**config.mk**
```make
export PLATFORM = sky130hd
export DESIGN_NAME = sprite_pipeline_controller_flat
export DESIGN_NICKNAME = d
export VERILOG_FILES = /design/src/rtl/ppu_pkg.sv /design/src/rtl/sprite_pipeline_controller_if.sv /design/src/rtl/cpu_req_latch.sv /design/src/rtl/sprite_pipeline_controller.sv /design/src/flat_wrapper.sv
export SDC_FILE = /design/constraint.sdc
export NUM_CORES = 1
export LEC_CHECK = 0
export BUFFER_PORTS_ARGS = -buffer_cell sky130_fd_sc_hd__buf_4
export CAP_MARGIN = 15
export CELL_PAD_IN_SITES_DETAIL_PLACEMENT = 2
export CELL_PAD_IN_SITES_GLOBAL_PLACEMENT = 2
export CORE_UTILIZATION = 33
export CTS_CLUSTER_DIAMETER = 80
export DETAILED_ROUTE_END_ITERATION = 8
export PLACE_DENSITY_LB_ADDON = 0.1
export SLEW_MARGIN = 20
export SYNTH_ARGS = -nofsm -noshare
export SYNTH_HDL_FRONTEND = slang
export SYNTH_SLANG_ARGS = --single-unit
```
**constraint.sdc**
```tcl
create_clock -name clock -period 2.63 [get_ports clock]
set_input_delay 0 -clock clock [delete_from_list [all_inputs] [get_ports clock]]
set_output_delay 0 -clock clock [all_outputs]
set_load 0.02 [all_outputs]
```
**src/rtl/ppu_pkg.sv**
```systemverilog
// ppu_pkg: shared types and constants for the sprite pipeline.
// Phase encoding, dot boundaries and CPU register indices.
package ppu_pkg;

  typedef enum logic [2:0] {
    PH_IDLE,
    PH_CLEAR,
    PH_EVAL,
    PH_FETCH,
    PH_TAIL
  } phase_e;

  localparam logic [8:0] DOT_CLEAR_END = 9'd64;
  localparam logic [8:0] DOT_EVAL_END  = 9'd256;
  localparam logic [8:0] DOT_FETCH_END = 9'd320;

  localparam logic [2:0] REG_OAMADDR = 3'd3;
  localparam logic [2:0] REG_OAMDATA = 3'd4;

  function automatic logic [7:0] next_entry(input logic [7:0] a);
    return {a[7:2] + 6'd1, 2'b00};
  endfunction

endpackage

```
**src/rtl/sprite_pipeline_controller_if.sv**
```systemverilog
// sprite_pipeline_controller_if: PPU timing, CPU port and handler bundle.
// master drives timing/CPU/strobes, slave is the controller.
interface sprite_pipeline_controller_if;
  logic       clock_EN;
  logic [8:0] dot;
  logic [8:0] scanline;
  logic       showSprites;
  logic       showBackground;
  logic [2:0] regSel;
  logic       regWrite;
  logic       regRead;
  logic [7:0] cpuData_IN;
  logic       oamNextAttr;
  logic       oamNextEntry;
  logic       spriteEvalReset;
  logic       spriteEval_EN;
  logic       spriteFetch_EN;
  logic       pixelShifty_EN;
  logic       resetFlags;
  logic       cpuComm_EN;
  logic       cpuRW;
  logic [7:0] primaryAddress;

  modport master (
    output clock_EN, dot, scanline,
    output showSprites, showBackground,
    output regSel, regWrite, regRead, cpuData_IN,
    output oamNextAttr, oamNextEntry,
    input  spriteEvalReset, spriteEval_EN,
    input  spriteFetch_EN, pixelShifty_EN,
    input  resetFlags, cpuComm_EN, cpuRW,
    input  primaryAddress
  );

  modport slave (
    input  clock_EN, dot, scanline,
    input  showSprites, showBackground,
    input  regSel, regWrite, regRead, cpuData_IN,
    input  oamNextAttr, oamNextEntry,
    output spriteEvalReset, spriteEval_EN,
    output spriteFetch_EN, pixelShifty_EN,
    output resetFlags, cpuComm_EN, cpuRW,
    output primaryAddress
  );
endinterface

```
**src/rtl/cpu_req_latch.sv**
```systemverilog
// cpu_req_latch: one-deep pending CPU register request.
// Catches single-clock strobes until a clock_EN cycle consumes them.
module cpu_req_latch
  import ppu_pkg::*;
(
  input  logic       clock,
  input  logic       reset,
  input  logic       reg_write_i,
  input  logic       reg_read_i,
  input  logic [2:0] reg_sel_i,
  input  logic [7:0] data_i,
  input  logic       consume_i,
  output logic       pend_v_o,
  output logic       pend_rd_o,
  output logic [2:0] pend_sel_o,
  output logic [7:0] pend_data_o
);
  logic       v_q;
  logic       rd_q;
  logic [2:0] sel_q;
  logic [7:0] data_q;

  // A new strobe always wins over consumption of the old one.
  always_ff @(posedge clock or posedge reset) begin
    if (reset) begin
      v_q    <= 1'b0;
      rd_q   <= 1'b0;
      sel_q  <= '0;
      data_q <= '0;
    end else if (reg_write_i | reg_read_i) begin
      v_q    <= 1'b1;
      rd_q   <= reg_read_i;
      sel_q  <= reg_sel_i;
      data_q <= data_i;
    end else if (consume_i) begin
      v_q <= 1'b0;
    end
  end

  assign pend_v_o    = v_q;
  assign pend_rd_o   = rd_q;
  assign pend_sel_o  = sel_q;
  assign pend_data_o = data_q;
endmodule

```
**src/rtl/sprite_pipeline_controller.sv**
```systemverilog
// sprite_pipeline_controller: sprite phase sequencer and OAMADDR owner.
// Phase controls and address are registered one dot behind the decode.
module sprite_pipeline_controller
  import ppu_pkg::*;
#(
  parameter int LAST_VISIBLE_LINE = 239,
  parameter int PRERENDER_LINE    = 261,
  parameter int LAST_DOT          = 340
) (
  input logic clock,
  input logic reset,
  sprite_pipeline_controller_if.slave bus
);
  localparam logic [8:0] LVL  = 9'(LAST_VISIBLE_LINE);
  localparam logic [8:0] PRL  = 9'(PRERENDER_LINE);
  localparam logic [8:0] LDOT = 9'(LAST_DOT);

  logic   visible, prerender, rendering, dot0, run;
  logic   in_clear, in_eval, in_fetch, in_tail;
  phase_e state_q, phase_d;
  logic   sync_q;
  logic   evr_q, eval_q, fetch_q, shift_q, rflag_q;

  assign visible   = bus.scanline <= LVL;
  assign prerender = bus.scanline == PRL;
  assign rendering = (bus.showSprites | bus.showBackground)
                   & (visible | prerender);
  assign dot0      = bus.dot == 9'd0;
  assign run       = rendering & (sync_q | dot0);
  assign in_clear  = bus.dot >= 9'd1 && bus.dot <= DOT_CLEAR_END;
  assign in_eval   = bus.dot > DOT_CLEAR_END && bus.dot <= DOT_EVAL_END;
  assign in_fetch  = bus.dot > DOT_EVAL_END && bus.dot <= DOT_FETCH_END;
  assign in_tail   = bus.dot > DOT_FETCH_END && bus.dot <= LDOT;

  // Decode the phase the handler runs in the coming dot.
  always_comb begin
    phase_d = PH_IDLE;
    unique case (1'b1)
      run && visible && in_clear: phase_d = PH_CLEAR;
      run && visible && in_eval:  phase_d = PH_EVAL;
      run && in_fetch:            phase_d = PH_FETCH;
      run && in_tail:             phase_d = PH_TAIL;
      default:                    phase_d = PH_IDLE;
    endcase
  end

  // Phase state plus registered handler controls; reset unsyncs until dot 0.
  always_ff @(posedge clock or posedge reset) begin
    if (reset) begin
      state_q <= PH_IDLE;
      sync_q  <= 1'b0;
      evr_q   <= 1'b0;
      eval_q  <= 1'b0;
      fetch_q <= 1'b0;
      shift_q <= 1'b0;
      rflag_q <= 1'b0;
    end else if (bus.clock_EN) begin
      state_q <= phase_d;
      if (dot0) sync_q <= 1'b1;
      evr_q   <= rendering & dot0;
      eval_q  <= (phase_d == PH_CLEAR) | (phase_d == PH_EVAL);
      fetch_q <= phase_d == PH_FETCH;
      shift_q <= run & visible & (in_clear | in_eval);
      rflag_q <= prerender & (bus.dot == 9'd1);
    end
  end

  logic       pend_v, pend_rd, consume;
  logic [2:0] pend_sel;
  logic [7:0] pend_data;

  cpu_req_latch u_req (
    .clock       (clock),
    .reset       (reset),
    .reg_write_i (bus.regWrite),
    .reg_read_i  (bus.regRead),
    .reg_sel_i   (bus.regSel),
    .data_i      (bus.cpuData_IN),
    .consume_i   (consume),
    .pend_v_o    (pend_v),
    .pend_rd_o   (pend_rd),
    .pend_sel_o  (pend_sel),
    .pend_data_o (pend_data)
  );

  logic       is_addr, is_data;
  logic [7:0] addr_q, addr_d, base;
  logic       inc_q, inc_d, defer_q, defer_d;
  logic       comm_q, comm_d, rw_q, rw_d, take_d;

  assign is_addr = pend_v & ~pend_rd & (pend_sel == REG_OAMADDR);
  assign is_data = pend_v & (pend_sel == REG_OAMDATA);

  // Address priority: $2003, fetch clear, $2004, then eval strobes.
  // A $2004 blocked by fetch waits one cycle, then goes ahead of it.
  always_comb begin
    base    = inc_q ? addr_q + 8'd1 : addr_q;
    addr_d  = base;
    inc_d   = 1'b0;
    defer_d = 1'b0;
    comm_d  = 1'b0;
    rw_d    = 1'b0;
    take_d  = pend_v & ~is_addr & ~is_data;
    if (is_addr) begin
      addr_d = pend_data;
      take_d = 1'b1;
    end else if (phase_d == PH_FETCH && !(is_data && defer_q)) begin
      addr_d  = 8'h00;
      defer_d = is_data;
    end else if (is_data && !pend_rd && rendering) begin
      addr_d = {base[7:2] + 6'd1, base[1:0]};
      take_d = 1'b1;
    end else if (is_data && !pend_rd) begin
      comm_d = 1'b1;
      inc_d  = 1'b1;
      take_d = 1'b1;
    end else if (is_data) begin
      comm_d = 1'b1;
      rw_d   = 1'b1;
      take_d = 1'b1;
    end else if (state_q == PH_EVAL && bus.oamNextEntry) begin
      addr_d = next_entry(base);
    end else if (state_q == PH_EVAL && bus.oamNextAttr) begin
      addr_d = base + 8'd1;
    end
  end

  assign consume = bus.clock_EN & take_d;

  // OAM address and CPU port registers, advanced once per dot.
  always_ff @(posedge clock or posedge reset) begin
    if (reset) begin
      addr_q  <= 8'h00;
      inc_q   <= 1'b0;
      defer_q <= 1'b0;
      comm_q  <= 1'b0;
      rw_q    <= 1'b0;
    end else if (bus.clock_EN) begin
      addr_q  <= addr_d;
      inc_q   <= inc_d;
      defer_q <= defer_d;
      comm_q  <= comm_d;
      rw_q    <= rw_d;
    end
  end

  assign bus.spriteEvalReset = evr_q;
  assign bus.spriteEval_EN   = eval_q;
  assign bus.spriteFetch_EN  = fetch_q;
  assign bus.pixelShifty_EN  = shift_q;
  assign bus.resetFlags      = rflag_q;
  assign bus.cpuComm_EN      = comm_q;
  assign bus.cpuRW           = rw_q;
  assign bus.primaryAddress  = addr_q;
endmodule

```
**src/flat_wrapper.sv**
```systemverilog
// flat-port wrapper written by rule: the top's interface ports become plain ports
module sprite_pipeline_controller_flat import ppu_pkg::*;
#(
  parameter int LAST_VISIBLE_LINE = 239,
  parameter int PRERENDER_LINE    = 261,
  parameter int LAST_DOT          = 340
)
  (clock, reset, bus_clock_EN, bus_dot, bus_scanline, bus_showSprites, bus_showBackground, bus_regSel, bus_regWrite, bus_regRead, bus_cpuData_IN, bus_oamNextAttr, bus_oamNextEntry, bus_spriteEvalReset, bus_spriteEval_EN, bus_spriteFetch_EN, bus_pixelShifty_EN, bus_resetFlags, bus_cpuComm_EN, bus_cpuRW, bus_primaryAddress);
  sprite_pipeline_controller_if bus_i ();
  input logic clock;
  input logic reset;
  input wire logic [$bits(bus_i.clock_EN)-1:0] bus_clock_EN;
  input wire logic [$bits(bus_i.dot)-1:0] bus_dot;
  input wire logic [$bits(bus_i.scanline)-1:0] bus_scanline;
  input wire logic [$bits(bus_i.showSprites)-1:0] bus_showSprites;
  input wire logic [$bits(bus_i.showBackground)-1:0] bus_showBackground;
  input wire logic [$bits(bus_i.regSel)-1:0] bus_regSel;
  input wire logic [$bits(bus_i.regWrite)-1:0] bus_regWrite;
  input wire logic [$bits(bus_i.regRead)-1:0] bus_regRead;
  input wire logic [$bits(bus_i.cpuData_IN)-1:0] bus_cpuData_IN;
  input wire logic [$bits(bus_i.oamNextAttr)-1:0] bus_oamNextAttr;
  input wire logic [$bits(bus_i.oamNextEntry)-1:0] bus_oamNextEntry;
  output wire logic [$bits(bus_i.spriteEvalReset)-1:0] bus_spriteEvalReset;
  output wire logic [$bits(bus_i.spriteEval_EN)-1:0] bus_spriteEval_EN;
  output wire logic [$bits(bus_i.spriteFetch_EN)-1:0] bus_spriteFetch_EN;
  output wire logic [$bits(bus_i.pixelShifty_EN)-1:0] bus_pixelShifty_EN;
  output wire logic [$bits(bus_i.resetFlags)-1:0] bus_resetFlags;
  output wire logic [$bits(bus_i.cpuComm_EN)-1:0] bus_cpuComm_EN;
  output wire logic [$bits(bus_i.cpuRW)-1:0] bus_cpuRW;
  output wire logic [$bits(bus_i.primaryAddress)-1:0] bus_primaryAddress;
  assign bus_i.clock_EN = bus_clock_EN;
  assign bus_i.dot = bus_dot;
  assign bus_i.scanline = bus_scanline;
  assign bus_i.showSprites = bus_showSprites;
  assign bus_i.showBackground = bus_showBackground;
  assign bus_i.regSel = bus_regSel;
  assign bus_i.regWrite = bus_regWrite;
  assign bus_i.regRead = bus_regRead;
  assign bus_i.cpuData_IN = bus_cpuData_IN;
  assign bus_i.oamNextAttr = bus_oamNextAttr;
  assign bus_i.oamNextEntry = bus_oamNextEntry;
  assign bus_spriteEvalReset = bus_i.spriteEvalReset;
  assign bus_spriteEval_EN = bus_i.spriteEval_EN;
  assign bus_spriteFetch_EN = bus_i.spriteFetch_EN;
  assign bus_pixelShifty_EN = bus_i.pixelShifty_EN;
  assign bus_resetFlags = bus_i.resetFlags;
  assign bus_cpuComm_EN = bus_i.cpuComm_EN;
  assign bus_cpuRW = bus_i.cpuRW;
  assign bus_primaryAddress = bus_i.primaryAddress;
  sprite_pipeline_controller #(.LAST_VISIBLE_LINE(LAST_VISIBLE_LINE), .PRERENDER_LINE(PRERENDER_LINE), .LAST_DOT(LAST_DOT)) u_core (.clock(clock), .reset(reset), .bus(bus_i));
endmodule
```
Word level (Yosys, flattened, before mapping)
Index checks and enable logic that the tools add are counted.
{"block": "classes", "n_mux": 31, "bitwise": 21, "eq_ne": 8, "n_reduce_logical": 20, "order_cmp": 9, "add_sub_neg": 3}
{"op": "$mux W8", "count": 8}
{"op": "$le A9 B9 Y1 const B", "count": 3}
{"op": "$mux W1", "count": 22}
{"op": "$gt A9 B9 Y1 const B", "count": 2}
{"op": "$add A8 B1 Y8 const B", "count": 2}
{"op": "$logic_and A1 B1 Y1", "count": 15}
{"op": "$and A1 B1 Y1", "count": 12}
{"op": "$eq A3 B2 Y1 const B", "count": 4}
{"op": "$pmux W3 S4", "count": 1}
{"op": "$eq A9 B1 Y1 const B", "count": 1}
{"op": "$eq A9 B9 Y1 const B", "count": 1}
{"op": "$ge A9 B1 Y1 const B", "count": 1}
{"op": "$gt A9 B7 Y1 const B", "count": 1}
{"op": "$le A9 B7 Y1 const B", "count": 1}
{"op": "$le A9 B8 Y1 const B", "count": 1}
{"op": "$logic_not A9 Y1", "count": 1}
{"op": "$add A6 B1 Y6 const B", "count": 1}
{"op": "$or A1 B1 Y1", "count": 6}
{"op": "$eq A3 B1 Y1 const B", "count": 1}
{"op": "$eq A3 B3 Y1 const B", "count": 1}
{"op": "$not A1 Y1", "count": 3}
{"op": "$logic_not A1 Y1", "count": 2}
{"op": "$reduce_and A2 Y1", "count": 1}
{"op": "$reduce_bool A2 Y1", "count": 1}
{"block": "totals", "in_bits": 38, "register_bits": 34, "wordCells": 108}

Depth between registers and ports, before layout
Gate-level depths: netlist of run 1.
{"block": "logic_depth", "word_depth": 14, "mapped_depth": 9}

By module
Synthesis of run 1 repeated with hierarchy kept, for this count alone.
{"block": "hier_totals", "cells_unflattened": 220, "area_unflattened_um2": 2075.7}
{"module": "sprite_pipeline_controller", "area_each_um2": 1584.0, "seq_area_each_um2": 525.5, "cells_each": 189, "n_inst": 1}
{"module": "cpu_req_latch", "area_each_um2": 491.7, "seq_area_each_um2": 325.3, "cells_each": 31, "n_inst": 1}

Least setup slack after synthesis of run 1
No wires, ideal clock.
{"block": "synth_path", "kind": "reg2reg", "start": "register u_core.addr_q[1], in the netlist u_core.bus.primaryAddress[1]", "end": "register u_core.addr_q[6], in the netlist u_core.bus.primaryAddress[6]", "stages_incl_launch_ff": 8, "path_slack_ns": 0.598, "arrival_ns": 1.903, "period_less_slack_ns": 2.032, "path_buffers": 1, "setup_time_ns": 0.129, "path_cell_list": "dfrtp_1 > ha_1 > buf_2 > nand2_1 > or3_2 > a221oi_2 > xnor2_1 > o221ai_2"}
{"block": "synth_via", "elab_chain_cells": 10}
{"item": "from (decl)", "line_no": "sprite_pipeline_controller.sv:87", "text": "logic [7:0] addr_q, addr_d, base;"}
{"item": "from (signal assigned)", "line_no": "sprite_pipeline_controller.sv:139", "text": "addr_q <= addr_d;"}
{"item": "$add A8 B1 Y8", "line_no": "sprite_pipeline_controller.sv:97", "text": "base = inc_q ? addr_q + 8'd1 : addr_q;"}
{"item": "$mux W8 (*)", "line_no": "sprite_pipeline_controller.sv:97"}
{"item": "$add A8 B1 Y8", "line_no": "sprite_pipeline_controller.sv:124", "text": "addr_d = base + 8'd1;"}
{"item": "$mux W8", "line_no": "sprite_pipeline_controller.sv:123", "text": "end else if (state_q == PH_EVAL && bus.oamNextAttr) begin"}
{"item": "$mux W8", "line_no": "sprite_pipeline_controller.sv:121", "text": "end else if (state_q == PH_EVAL && bus.oamNextEntry) begin"}
{"item": "$mux W8", "line_no": "sprite_pipeline_controller.sv:117", "text": "end else if (is_data) begin"}
{"item": "$mux W8", "line_no": "sprite_pipeline_controller.sv:113", "text": "end else if (is_data && !pend_rd) begin"}
{"item": "$mux W8 (*)", "line_no": "sprite_pipeline_controller.sv:110", "text": "end else if (is_data && !pend_rd && rendering) begin"}
{"item": "$mux W8 (*)", "line_no": "sprite_pipeline_controller.sv:107", "text": "end else if (phase_d == PH_FETCH && !(is_data && defer_q)) begin"}
{"item": "$mux W8 (*)", "line_no": "sprite_pipeline_controller.sv:104", "text": "if (is_addr) begin"}
Mark *: on every way between the ends. The rest lies on a longest branch, timed or not.
A chain may end at the register's enable or synchronous reset.

Worst setup path after layout of run 1
{"block": "layout_path", "start": "register u_core.addr_q[0], in the netlist u_core.bus.primaryAddress[0]", "end": "register u_core.addr_q[6], in the netlist u_core.bus.primaryAddress[6]"}
The elaborated chain is that of the path after synthesis.

==> Flow_metrics.wiki, run 1 <==
{| class="wikitable"
! Metric !! Value
|-
| HPWL after DPL || 5.20 mm
|-
| Setup violators final || 0
|-
| Routed via count || 2,103
|-
| Category of the worst setup path capture point || flop
|-
| Synthesis Warnings || 0
|-
| Setup TNS || 0 ns
|-
| R2r setup slk || 0.43 ns
|-
| Average via count per standard cell || 5.59
|-
| CP startpoint || u_core.bus.primaryAddress[0]
|-
| Number of register bits inferred by synthesis || 34
|-
| Starting DRT DRC Count || 62
|-
| Number of antenna violations at the first check in global routing || 0
|-
| Crit path max-delay family || simple AND/OR/NAND/NOR gates
|-
| Portion of total power attributed to the clock network || 32.9%
|-
| Hold depth || 3
|-
| Worst slack at placement || 0.436 ns
|-
| Crit path cell chain || ha_1 > nand2_1 > or3_2 > a221oi_2 > xnor2_1 > o221ai_2
|-
| Worst stage delay on the critical path || 0.52 ns
|-
| Synthesized area || 2230 µm²
|-
| Highest attainable clock frequency || 0.455 GHz
|-
| Maximum number of pins on one net before global-route repair || 35
|-
| Outcome || finished, violations left
|-
| Min Clock Period, post-route || 2.20 ns
|-
| Core Rows || 29
|-
| Ratio of total power to cell area || 621 nW/µm²
|-
| Gate power share || 29.2%
|-
| # clock sinks || 34
|-
| Worst-case hold slack || 0.00861 ns
|-
| Global Route Usage Sum || 21.9%
|-
| Core region area || 6460 µm²
|-
| IO Port Bufs || 52
|-
| Initial Util || 34.6%
|-
| Final period util || 83.5%
|-
| Critical Path AT || 2.37 ns
|-
| Switching fraction of total power || 33.5%
|-
| Path type of the worst min-delay path || input pin to flop
|-
| Total global routing overflow || 0
|-
| Max Clock Skew || 0.0146 ns
|-
| Post-synth cell types || 62
|-
| Number of buffer and inverter instances along the worst setup path || 0
|-
| Number of nets at the end of the flow || 339
|-
| Average footprint of a synthesized cell || 9.54 µm²
|-
| Leak || 1.25 nW
|-
| Most common cell after layout, fill and taps aside || sky130_fd_sc_hd__buf_4
|-
| Mapped Cells || 234
|-
| CTS H-tree lvls || 2
|-
| Cell chosen for the clock root || sky130_fd_sc_hd__clkbuf_8
|-
| Origin of the critical flop-to-flop path || u_core.bus.primaryAddress[0]
|-
| Fraction of registers with async set/reset || 100%
|-
| Clock Tree Buf Depth || 2
|-
| Crit path max-delay cell type || sky130_fd_sc_hd__dfrtp_1
|-
| Largest fanout of any net on the critical path || 10
|-
| Number of synthesized flops with an enable pin || 0
|-
| Reg power frac || 37.9%
|-
| Post-Synthesis Net Count || 275
|-
| Clock latency reported for the late side of the worst-skew pair || 0.30 ns
|-
| Final Max Slew Viols || 0
|-
| Clock buffers created by TritonCTS || 5
|-
| Headroom to the max-slew limit || 65.7%
|-
| CTS-repair resized insts || 0
|-
| WP depth || 6
|-
| Sequential-to-total area share from yosys stat || 38.1%
|-
| Unrepaired setup endpoints after global routing || no
|-
| Die outline area || 7100 µm²
|-
| Worst Max-Slew Pin Slew || 0.513 ns
|-
| Vias in the first global route || 2,318
|-
| Horizontal die dimension || 84.3 µm
|-
| # placed instances || 355
|-
| Most frequent cells in the layout || sky130_fd_sc_hd__buf_4 (55), sky130_fd_sc_hd__dfrtp_1 (34), sky130_fd_sc_hd__nand2_1 (19)
|-
| Count of endpoints failing hold in the final timing report || 0
|-
| Worst setup path endpoint || u_core.bus.primaryAddress[6]
|-
| Internal portion of total power || 1.21 mW
|-
| Worst path setup slack after routing || 0.434 ns
|-
| Cells on worst reg2reg path || 6
|-
| Critical R2R Capture || u_core.bus.primaryAddress[6]
|-
| Top-level port count || 53
|-
| Critical Path Source Type || flop
|-
| TritonRoute pass-1 iters || 6
|-
| Antenna diode instance count || 0
|-
| Finished Layout Cells || 376
|-
| Start point of the worst min-delay path || bus_regWrite
|-
| Gp weighted congestion || 0.809
|-
| DRC Markers || 5
|-
| Max Cap Violations || 0
|-
| Top_reg_cell synth || sky130_fd_sc_hd__dfrtp_1
|-
| Number of nets still failing antenna checks after routing || 0
|-
| Average wire per cell in the routed design || 19.0 µm
|-
| CTS tree || done
|-
| Switching component of the power || 609 µW
|-
| Critical path type || flop to flop
|-
| Die Ht || 84.3 µm
|-
| Synthesis-to-finish area growth || 31.0%
|-
| First-pass GRT wire length || 12.3 mm
|-
| Clock transition at the register clock pins on the worst setup and hold paths after CTS || 0.08 ns
|-
| Share of layout cells above drive strength 1 || 31.1%
|-
| Highest ir drop seen on vdd || 0.000257 V
|-
| Violated checks || design-rule violations
|-
| Critical Path RT || 2.81 ns
|-
| Post-detailed-routing wire length || 7.15 mm
|}
## metrics by stage
stage	instance area, µm²	total power [mW]	util [%]
after global routing	2930	1.91	45.3
after CTS	2930	1.83	45.3
after global placement	2660	1.19	41.1
after floorplan	2230	1.02	-
final	2930	1.82	45.3
after detailed placement	2660	1.21	41.1
## kinds of logic after synthesis
| kind of cell | after synthesis | share of synthesized area [%] |
|---|---|---|
| simple gates | 88 | 23.4 |
| compound gates | 59 | 18.9 |
| flops | 34 | 38.1 |
| buf+inv | 24 | 5.99 |
| mux | 16 | 8.01 |
| xor+xnor | 10 | 3.92 |
| fa+ha+maj | 3 | 1.68 |
## worst min path at each step
stage	to
after detailed placement	u_core.u_req.pend_rd_o
after global routing	u_core.u_req.pend_rd_o
after global placement	u_core.u_req.pend_rd_o
after CTS	u_core.u_req.pend_rd_o
final	u_core.u_req.pend_rd_o
after floorplan	u_core.u_req.pend_rd_o
## synthesized netlist by cell type, types with 2 or more instances
master / count / share of area, %
sky130_fd_sc_hd__buf_2: 2 / 0.45
sky130_fd_sc_hd__xor2_1: 2 / 0.78
sky130_fd_sc_hd__or3_1: 2 / 0.56
sky130_fd_sc_hd__clkbuf_1: 5 / 0.84
sky130_fd_sc_hd__o2bb2ai_1: 4 / 1.6
sky130_fd_sc_hd__nor2_1: 15 / 2.5
sky130_fd_sc_hd__nand3_1: 6 / 1.3
sky130_fd_sc_hd__o21a_1: 3 / 1.0
sky130_fd_sc_hd__or4_1: 2 / 0.67
sky130_fd_sc_hd__xnor2_1: 8 / 3.1
sky130_fd_sc_hd__nand3b_1: 4 / 1.3
sky130_fd_sc_hd__and3_1: 5 / 1.4
sky130_fd_sc_hd__a21oi_1: 11 / 2.5
sky130_fd_sc_hd__a21o_1: 2 / 0.67
sky130_fd_sc_hd__and2_1: 3 / 0.84
sky130_fd_sc_hd__o21ai_1: 4 / 0.90
sky130_fd_sc_hd__nand4bb_1: 2 / 1.0
sky130_fd_sc_hd__ha_1: 3 / 1.7
sky130_fd_sc_hd__a211oi_1: 3 / 1.0
sky130_fd_sc_hd__nand2_1: 19 / 3.2
sky130_fd_sc_hd__nand4_1: 5 / 1.4
sky130_fd_sc_hd__inv_1: 13 / 2.2
sky130_fd_sc_hd__clkbuf_8: 3 / 1.8
sky130_fd_sc_hd__nand4b_1: 3 / 1.2
sky130_fd_sc_hd__nor3_1: 5 / 1.1
sky130_fd_sc_hd__a31oi_1: 2 / 0.56
sky130_fd_sc_hd__nor4_1: 2 / 0.56
sky130_fd_sc_hd__a32oi_1: 3 / 1.2
sky130_fd_sc_hd__mux2_2: 15 / 7.6
sky130_fd_sc_hd__o32ai_1: 2 / 0.78
sky130_fd_sc_hd__o21ai_0: 12 / 2.7
sky130_fd_sc_hd__dfrtp_1: 34 / 38
## layout make-up
type / instances / area [µm²]
fill: 724 / 3530
clock inverter: 3 / 68.8
inverter: 13 / 48.8
sequential: 34 / 851
timing repair buffer: 68 / 543
clock buffer: 5 / 68.8
tap: 77 / 96.3
multi-input combinational: 176 / 1250
## registers in the layout, summed over array words and instances, names as in the netlist
| name | cells |
|---|---|
| u_core.bus.primaryAddress | 8 |
| u_core.u_req.pend_data_o | 8 |
| u_core.state_q | 3 |
| u_core.u_req.pend_sel_o | 3 |
| u_core.bus.cpuComm_EN | 1 |
| u_core.bus.cpuRW | 1 |
| u_core.bus.pixelShifty_EN | 1 |
| u_core.bus.resetFlags | 1 |
| u_core.bus.spriteEvalReset | 1 |
| u_core.bus.spriteEval_EN | 1 |
| u_core.bus.spriteFetch_EN | 1 |
| u_core.defer_q | 1 |
| u_core.inc_q | 1 |
| u_core.sync_q | 1 |
| u_core.u_req.pend_rd_o | 1 |
| u_core.u_req.pend_v_o | 1 |
## per-layer routing
metal	GRT usage [%]	vias to the layer above	wire length, µm
li1	-	992	-
met1	31.6	1059	3480
met2	35.2	46	3360
met5	0	-	0
met3	3.24	6	242
met4	4.23	0	59
## power by group through the flow
| stage | Combinational [mW] | Clock (mW) | Sequential (mW) |
|---|---|---|---|
| finish | 0.531 | 0.597 | 0.688 |
| global route | 0.583 | 0.622 | 0.703 |
| CTS | 0.534 | 0.610 | 0.688 |
| detailed placement | 0.510 | 0 | 0.696 |
| global placement | 0.500 | 0 | 0.689 |
| floorplan | 0.329 | 0 | 0.687 |
## worst reg2reg max path, cell delays in order (launching register included)
cell and delay, ns:
sky130_fd_sc_hd__dfrtp_1 0.52, sky130_fd_sc_hd__ha_1 0.43, sky130_fd_sc_hd__nand2_1 0.15, sky130_fd_sc_hd__or3_2 0.44
sky130_fd_sc_hd__a221oi_2 0.27, sky130_fd_sc_hd__xnor2_1 0.17, sky130_fd_sc_hd__o221ai_2 0.10
## what timing repair did
action / CTS / global route
hold endpoints to repair: 46 / 0
setup buffers: 0 / 0
hold buffers: 13 / 0
Power figures use the tool's default switching activity.
==> run 2: changes to the inputs <==
--- a/config.mk
+++ b/config.mk
@@ -5,11 +5,12 @@
 export SDC_FILE = /design/constraint.sdc
 export NUM_CORES = 1
 export LEC_CHECK = 0
+export ABC_AREA = 1
 export BUFFER_PORTS_ARGS = -buffer_cell sky130_fd_sc_hd__buf_4
 export CAP_MARGIN = 15
 export CELL_PAD_IN_SITES_DETAIL_PLACEMENT = 2
 export CELL_PAD_IN_SITES_GLOBAL_PLACEMENT = 2
-export CORE_UTILIZATION = 33
+export CORE_UTILIZATION = 26
 export CTS_CLUSTER_DIAMETER = 80
 export DETAILED_ROUTE_END_ITERATION = 8
 export PLACE_DENSITY_LB_ADDON = 0.1
==> constraint.sdc (replaced) <==
create_clock -name clock -period 1.9 [get_ports clock]
set_input_delay 0 -clock clock [delete_from_list [all_inputs] [get_ports clock]]
set_output_delay 0 -clock clock [all_outputs]
set_load 0.02 [all_outputs]
==> run 2 against run 1 <==
Net effect: the flow now finishes without violations; clock power rose by 17%; sequential cell count did not move; core utilization fell by 7.1 points; combinational power rose by 79%; global-route usage fell by 3.3 points; via count rose by 11%; critical path depth rose by 8; wire length rose by 7.2%; critical path type unchanged; highest routed layer unchanged.
==> Flow_metrics.wiki, run 2 <==
{| class="wikitable"
! Metric !! Value
|-
| Reg power frac || 35.4% (was 37.9%)
|-
| Number of nets still failing antenna checks after routing || 0 (unchanged)
|-
| Cell taking the most area after synthesis || sky130_fd_sc_hd__dfrtp_1 (unchanged)
|-
| Highest ir drop seen on vdd || 0.000255 V (was 0.000257 V)
|-
| Number of synthesized flops with an enable pin || 0 (unchanged)
|-
| Leak || 1.61 nW (was 1.25 nW)
|-
| Share of layout cells above drive strength 1 || 28.8% (was 31.1%)
|-
| Most frequent cell on the critical path || sky130_fd_sc_hd__nand2_1
|-
| Clock Tree Buf Depth || 2 (unchanged)
|-
| Most frequent cell after synthesis || sky130_fd_sc_hd__nand2_1 (was sky130_fd_sc_hd__dfrtp_1)
|-
| Setup violators final || 0 (unchanged)
|-
| Clock latency reported for the late side of the worst-skew pair || 0.28 ns (was 0.30 ns)
|-
| Yosys top cell area share || 38.4% (was 38.1%)
|-
| Headroom to the max-slew limit || 69.1% (was 65.7%)
|-
| Post-detailed-routing wire length || 7.66 mm (was 7.15 mm)
|-
| Critical path type || flop to flop (unchanged)
|-
| Core region area || 8220 µm² (was 6460 µm²)
|-
| Critical R2R Capture || u_core.bus.primaryAddress[7] (was u_core.bus.primaryAddress[6])
|-
| Post-Synthesis Net Count || 351 (was 275)
|-
| Die Ht || 94.3 µm (was 84.3 µm)
|-
| Largest fanout of any net on the critical path || 5 (was 10)
|-
| Synthesized area || 2220 µm² (was 2230 µm²)
|-
| Average wire per cell in the routed design || 15.4 µm (was 19.0 µm)
|-
| # clock sinks || 34 (unchanged)
|-
| Outcome || finished clean (was finished, violations left)
|-
| Endpoint of the worst hold path || u_core.bus.resetFlags (was u_core.u_req.pend_rd_o)
|-
| Clock buffers created by TritonCTS || 5 (unchanged)
|-
| Critical Path RT || 2.07 ns (was 2.81 ns)
|-
| Worst stage delay on the critical path || 0.36 ns (was 0.52 ns)
|-
| Cell chosen for the clock root || sky130_fd_sc_hd__clkbuf_8 (unchanged)
|-
| Internal portion of total power || 1.63 mW (was 1.21 mW)
|-
| Start point of the worst min-delay path || bus_dot[0] (was bus_regWrite)
|-
| Critical Path AT || 1.94 ns (was 2.37 ns)
|-
| Average footprint of a synthesized cell || 7.15 µm² (was 9.54 µm²)
|-
| Unrepaired setup endpoints after global routing || yes (was no)
|-
| Fraction of registers with async set/reset || 100% (unchanged)
|-
| DRC Markers || 0 (was 5)
|-
| First-pass GRT wire length || 12.7 mm (was 12.3 mm)
|-
| Synthesis Warnings || 0 (unchanged)
|-
| Routed via count || 2,342 (was 2,103)
|-
| Number of register bits inferred by synthesis || 34 (unchanged)
|-
| Min Clock Period, post-route || 1.78 ns (was 2.20 ns)
|-
| Maximum number of pins on one net before global-route repair || 35 (unchanged)
|-
| CTS H-tree lvls || 2 (unchanged)
|-
| Starting DRT DRC Count || 41 (was 62)
|-
| Number of nets at the end of the flow || 433 (was 339)
|-
| Final period util || 93.5% (was 83.5%)
|-
| Max Cap Violations || 0 (unchanged)
|-
| Most common cell after layout, fill and taps aside || sky130_fd_sc_hd__nand2_1 (was sky130_fd_sc_hd__buf_4)
|-
| Mapped Cells || 310 (was 234)
|-
| Post-route cell area || 3140 µm² (was 2930 µm²)
|-
| Highest attainable clock frequency || 0.563 GHz (was 0.455 GHz)
|-
| Cells on worst reg2reg path || 14 (was 6)
|-
| Critical Path Source Type || flop (unchanged)
|-
| Cell types occupying the most area after synthesis || sky130_fd_sc_hd__dfrtp_1 (38%), sky130_fd_sc_hd__nand2_1 (13%), sky130_fd_sc_hd__inv_1 (6.9%), sky130_fd_sc_hd__nor2_1 (6.3%), sky130_fd_sc_hd__nand3_1 (6.1%) (was sky130_fd_sc_hd__dfrtp_1 (38%), sky130_fd_sc_hd__mux2_2 (7.6%), sky130_fd_sc_hd__nand2_1 (3.2%), sky130_fd_sc_hd__xnor2_1 (3.1%), sky130_fd_sc_hd__o21ai_0 (2.7%))
|-
| Average via count per standard cell || 4.71 (was 5.59)
|-
| Initial Util || 27.0% (was 34.6%)
|-
| HPWL after DPL || 5.96 mm (was 5.20 mm)
|-
| IO Port Bufs || 52 (unchanged)
|-
| CP startpoint || u_core.bus.primaryAddress[0] (unchanged)
|-
| Top cells by instance count after synthesis || sky130_fd_sc_hd__nand2_1 (74), sky130_fd_sc_hd__inv_1 (41), sky130_fd_sc_hd__nor2_1 (37) (was sky130_fd_sc_hd__dfrtp_1 (34), sky130_fd_sc_hd__nand2_1 (19), sky130_fd_sc_hd__mux2_2 (15), sky130_fd_sc_hd__nor2_1 (15), sky130_fd_sc_hd__inv_1 (13))
|-
| Hold depth || 3 (unchanged)
|-
| Synthesis-to-finish area growth || 41.4% (was 31.0%)
|-
| Total global routing overflow || 0 (unchanged)
|-
| Most frequent cells in the layout || sky130_fd_sc_hd__nand2_1 (73), sky130_fd_sc_hd__buf_4 (68), sky130_fd_sc_hd__inv_1 (40) (was sky130_fd_sc_hd__buf_4 (55), sky130_fd_sc_hd__dfrtp_1 (34), sky130_fd_sc_hd__nand2_1 (19))
|-
| Sequential-to-total area share from yosys stat || 38.4% (was 38.1%)
|-
| Ratio of total power to cell area || 812 nW/µm² (was 621 nW/µm²)
|-
| Gp weighted congestion || 0.753 (was 0.809)
|-
| Path type of the worst min-delay path || input pin to flop (unchanged)
|-
| Die outline area || 8900 µm² (was 7100 µm²)
|-
| Origin of the critical flop-to-flop path || u_core.bus.primaryAddress[0] (unchanged)
|-
| CTS tree || done (unchanged)
|-
| Number of antenna violations at the first check in global routing || 0 (unchanged)
|-
| Antenna diode instance count || 0 (unchanged)
|-
| R2r setup slk || 0.12 ns (was 0.43 ns)
|-
| Core Rows || 33 (was 29)
|-
| Post-synth cell types || 38 (was 62)
|-
| Total power draw || 2.55 mW (was 1.82 mW)
|-
| Final Max Slew Viols || 0 (unchanged)
|-
| Crit path max-delay cell type || sky130_fd_sc_hd__dfrtp_1 (unchanged)
|-
| TritonRoute pass-1 iters || 4 (was 6)
|-
| Top_reg_cell synth || sky130_fd_sc_hd__dfrtp_1 (unchanged)
|-
| Gate power share || 37.2% (was 29.2%)
|-
| Filler cells || 991 (was 724)
|-
| Horizontal die dimension || 94.3 µm (was 84.3 µm)
|-
| Clock transition at the register clock pins on the worst setup and hold paths after CTS || 0.07 ns (was 0.08 ns)
|-
| Max Clock Skew || 0.00303 ns (was 0.0146 ns)
|-
| Portion of total power attributed to the clock network || 27.4% (was 32.9%)
|-
| Category of the worst setup path capture point || flop (unchanged)
|-
| Vias in the first global route || 2,627 (was 2,318)
|-
| Count of endpoints failing hold in the final timing report || 0 (unchanged)
|-
| Switching fraction of total power || 36.1% (was 33.5%)
|-
| Crit path cell chain || ha_1 > nand2_4 > nor2_2 > nand2_1 > nand2_1 > nand2_1 > nor2_4 > nand3_1 > nand2_1 > nand3_1 > nand2_1 > nor2_1 > nand2_1 > a21oi_2 (was ha_1 > nand2_1 > or3_2 > a221oi_2 > xnor2_1 > o221ai_2)
|-
| Placed inst area || 2830 µm² (was 2660 µm²)
|-
| Top-level port count || 53 (unchanged)
|-
| Switching component of the power || 921 µW (was 609 µW)
|-
| Global Route Usage Sum || 18.6% (was 21.9%)
|-
| Worst Max-Slew Pin Slew || 0.463 ns (was 0.513 ns)
|}
## run 2: cell count changes in the layout (fill, tap and decap cells not counted), sizes merged, moves of 4 or more
cell,change
nand2,+60
inv,+29
nor2,+28
nand3,+22
buf,+14
mux2,-11
a21oi,+7
and3,-6
nand4,+6
xnor2,-6
and2,-4
o2bb2ai,-4
or2,+4
or3,-4
## run 2: repair_timing
item | 4_1_cts | 5_1_grt
hold buffers | 13 | 0
resized for setup | 2 | 15
hold endpoints to repair | 46 | 0
endpoints found under the setup margin | 1 | 4
buffers inserted | 1 | 0
pin swaps | 1 | 5
## run 2: final cells by class
type	instances	area [µm²]	area share, %
Inverter	42	158	5.03
Tap cell	105	131	4.19
Clock buffer	6	82.6	2.63
Multi-Input combinational cell	227	1230	39.2
Clock inverter	1	30.0	0.958
Sequential cell	34	853	27.2
Timing Repair Buffer	82	652	20.8
## run 2: worst max-delay path by stage
stage / cells past startpoint / end / slack (ns)
4_1_cts: 12 / u_core.bus.primaryAddress[7] / 0.02
6_report: 14 / u_core.bus.primaryAddress[7] / 0.12
5_1_grt: 13 / u_core.bus.primaryAddress[7] / -0.06
2_1_floorplan: 14 / u_core.bus.primaryAddress[7] / 0.05
3_3_place_gp: 12 / u_core.bus.primaryAddress[3] / 0.05
3_5_place_dp: 12 / u_core.bus.primaryAddress[3] / 0.01
## run 2: cell families after synthesis
logic type	count (synthesis)	synth area share [%]
AO/OA/AOI/OAI	43	11.3
XOR/XNOR	4	1.92
buffers and inverters	49	8.47
adder cells (fa/ha/maj)	3	1.69
multiplexers	4	2.03
AND/OR/NAND/NOR	173	36.2
flip-flops	34	38.4
## run 2: power groups by stage
stage	Clock (mW)	Combinational, mW	Sequential (mW)
2_1_floorplan	0	0.438	0.963
3_3_place_gp	0	0.866	0.909
3_5_place_dp	0	0.884	0.915
4_1_cts	0.722	0.922	0.902
5_1_grt	0.753	1.06	0.916
6_report	0.697	0.948	0.903
## run 2: critical path, delay by kind of cell (launching register included)
family / cells / cell delay, ns
flip-flops: 1 / 0.36
AND/OR/NAND/NOR: 12 / 1.06
adder cells (fa/ha/maj): 1 / 0.19
AO/OA/AOI/OAI: 1 / 0.05
## run 2: per-layer routing
metal / vias up / wire length, µm / global-route usage, % / share of wire (%)
li1: 1165 / - / - / -
met1: 1143 / 3480 / 22.6 / 45
met4: 0 / 31 / 3.85 / 0.40
met5: - / 0 / 0 / 0
met2: 32 / 3950 / 34.5 / 52
met3: 2 / 192 / 2.98 / 2.5
## run 2: through the flow
step	hold WS, ns	cells	utilization [%]	setup slack, ns	setup TNS, ns
after floorplan	0.0923	310	-	0.0456	0
after global placement	0.153	476	34.4	0.0501	0
after detailed placement	0.152	476	34.4	0.0112	0
after CTS	0.0126	497	37.5	0.0232	0
after global routing	0.0432	497	38.2	-0.0600	-0.121
final	0.0220	497	38.2	0.124	0
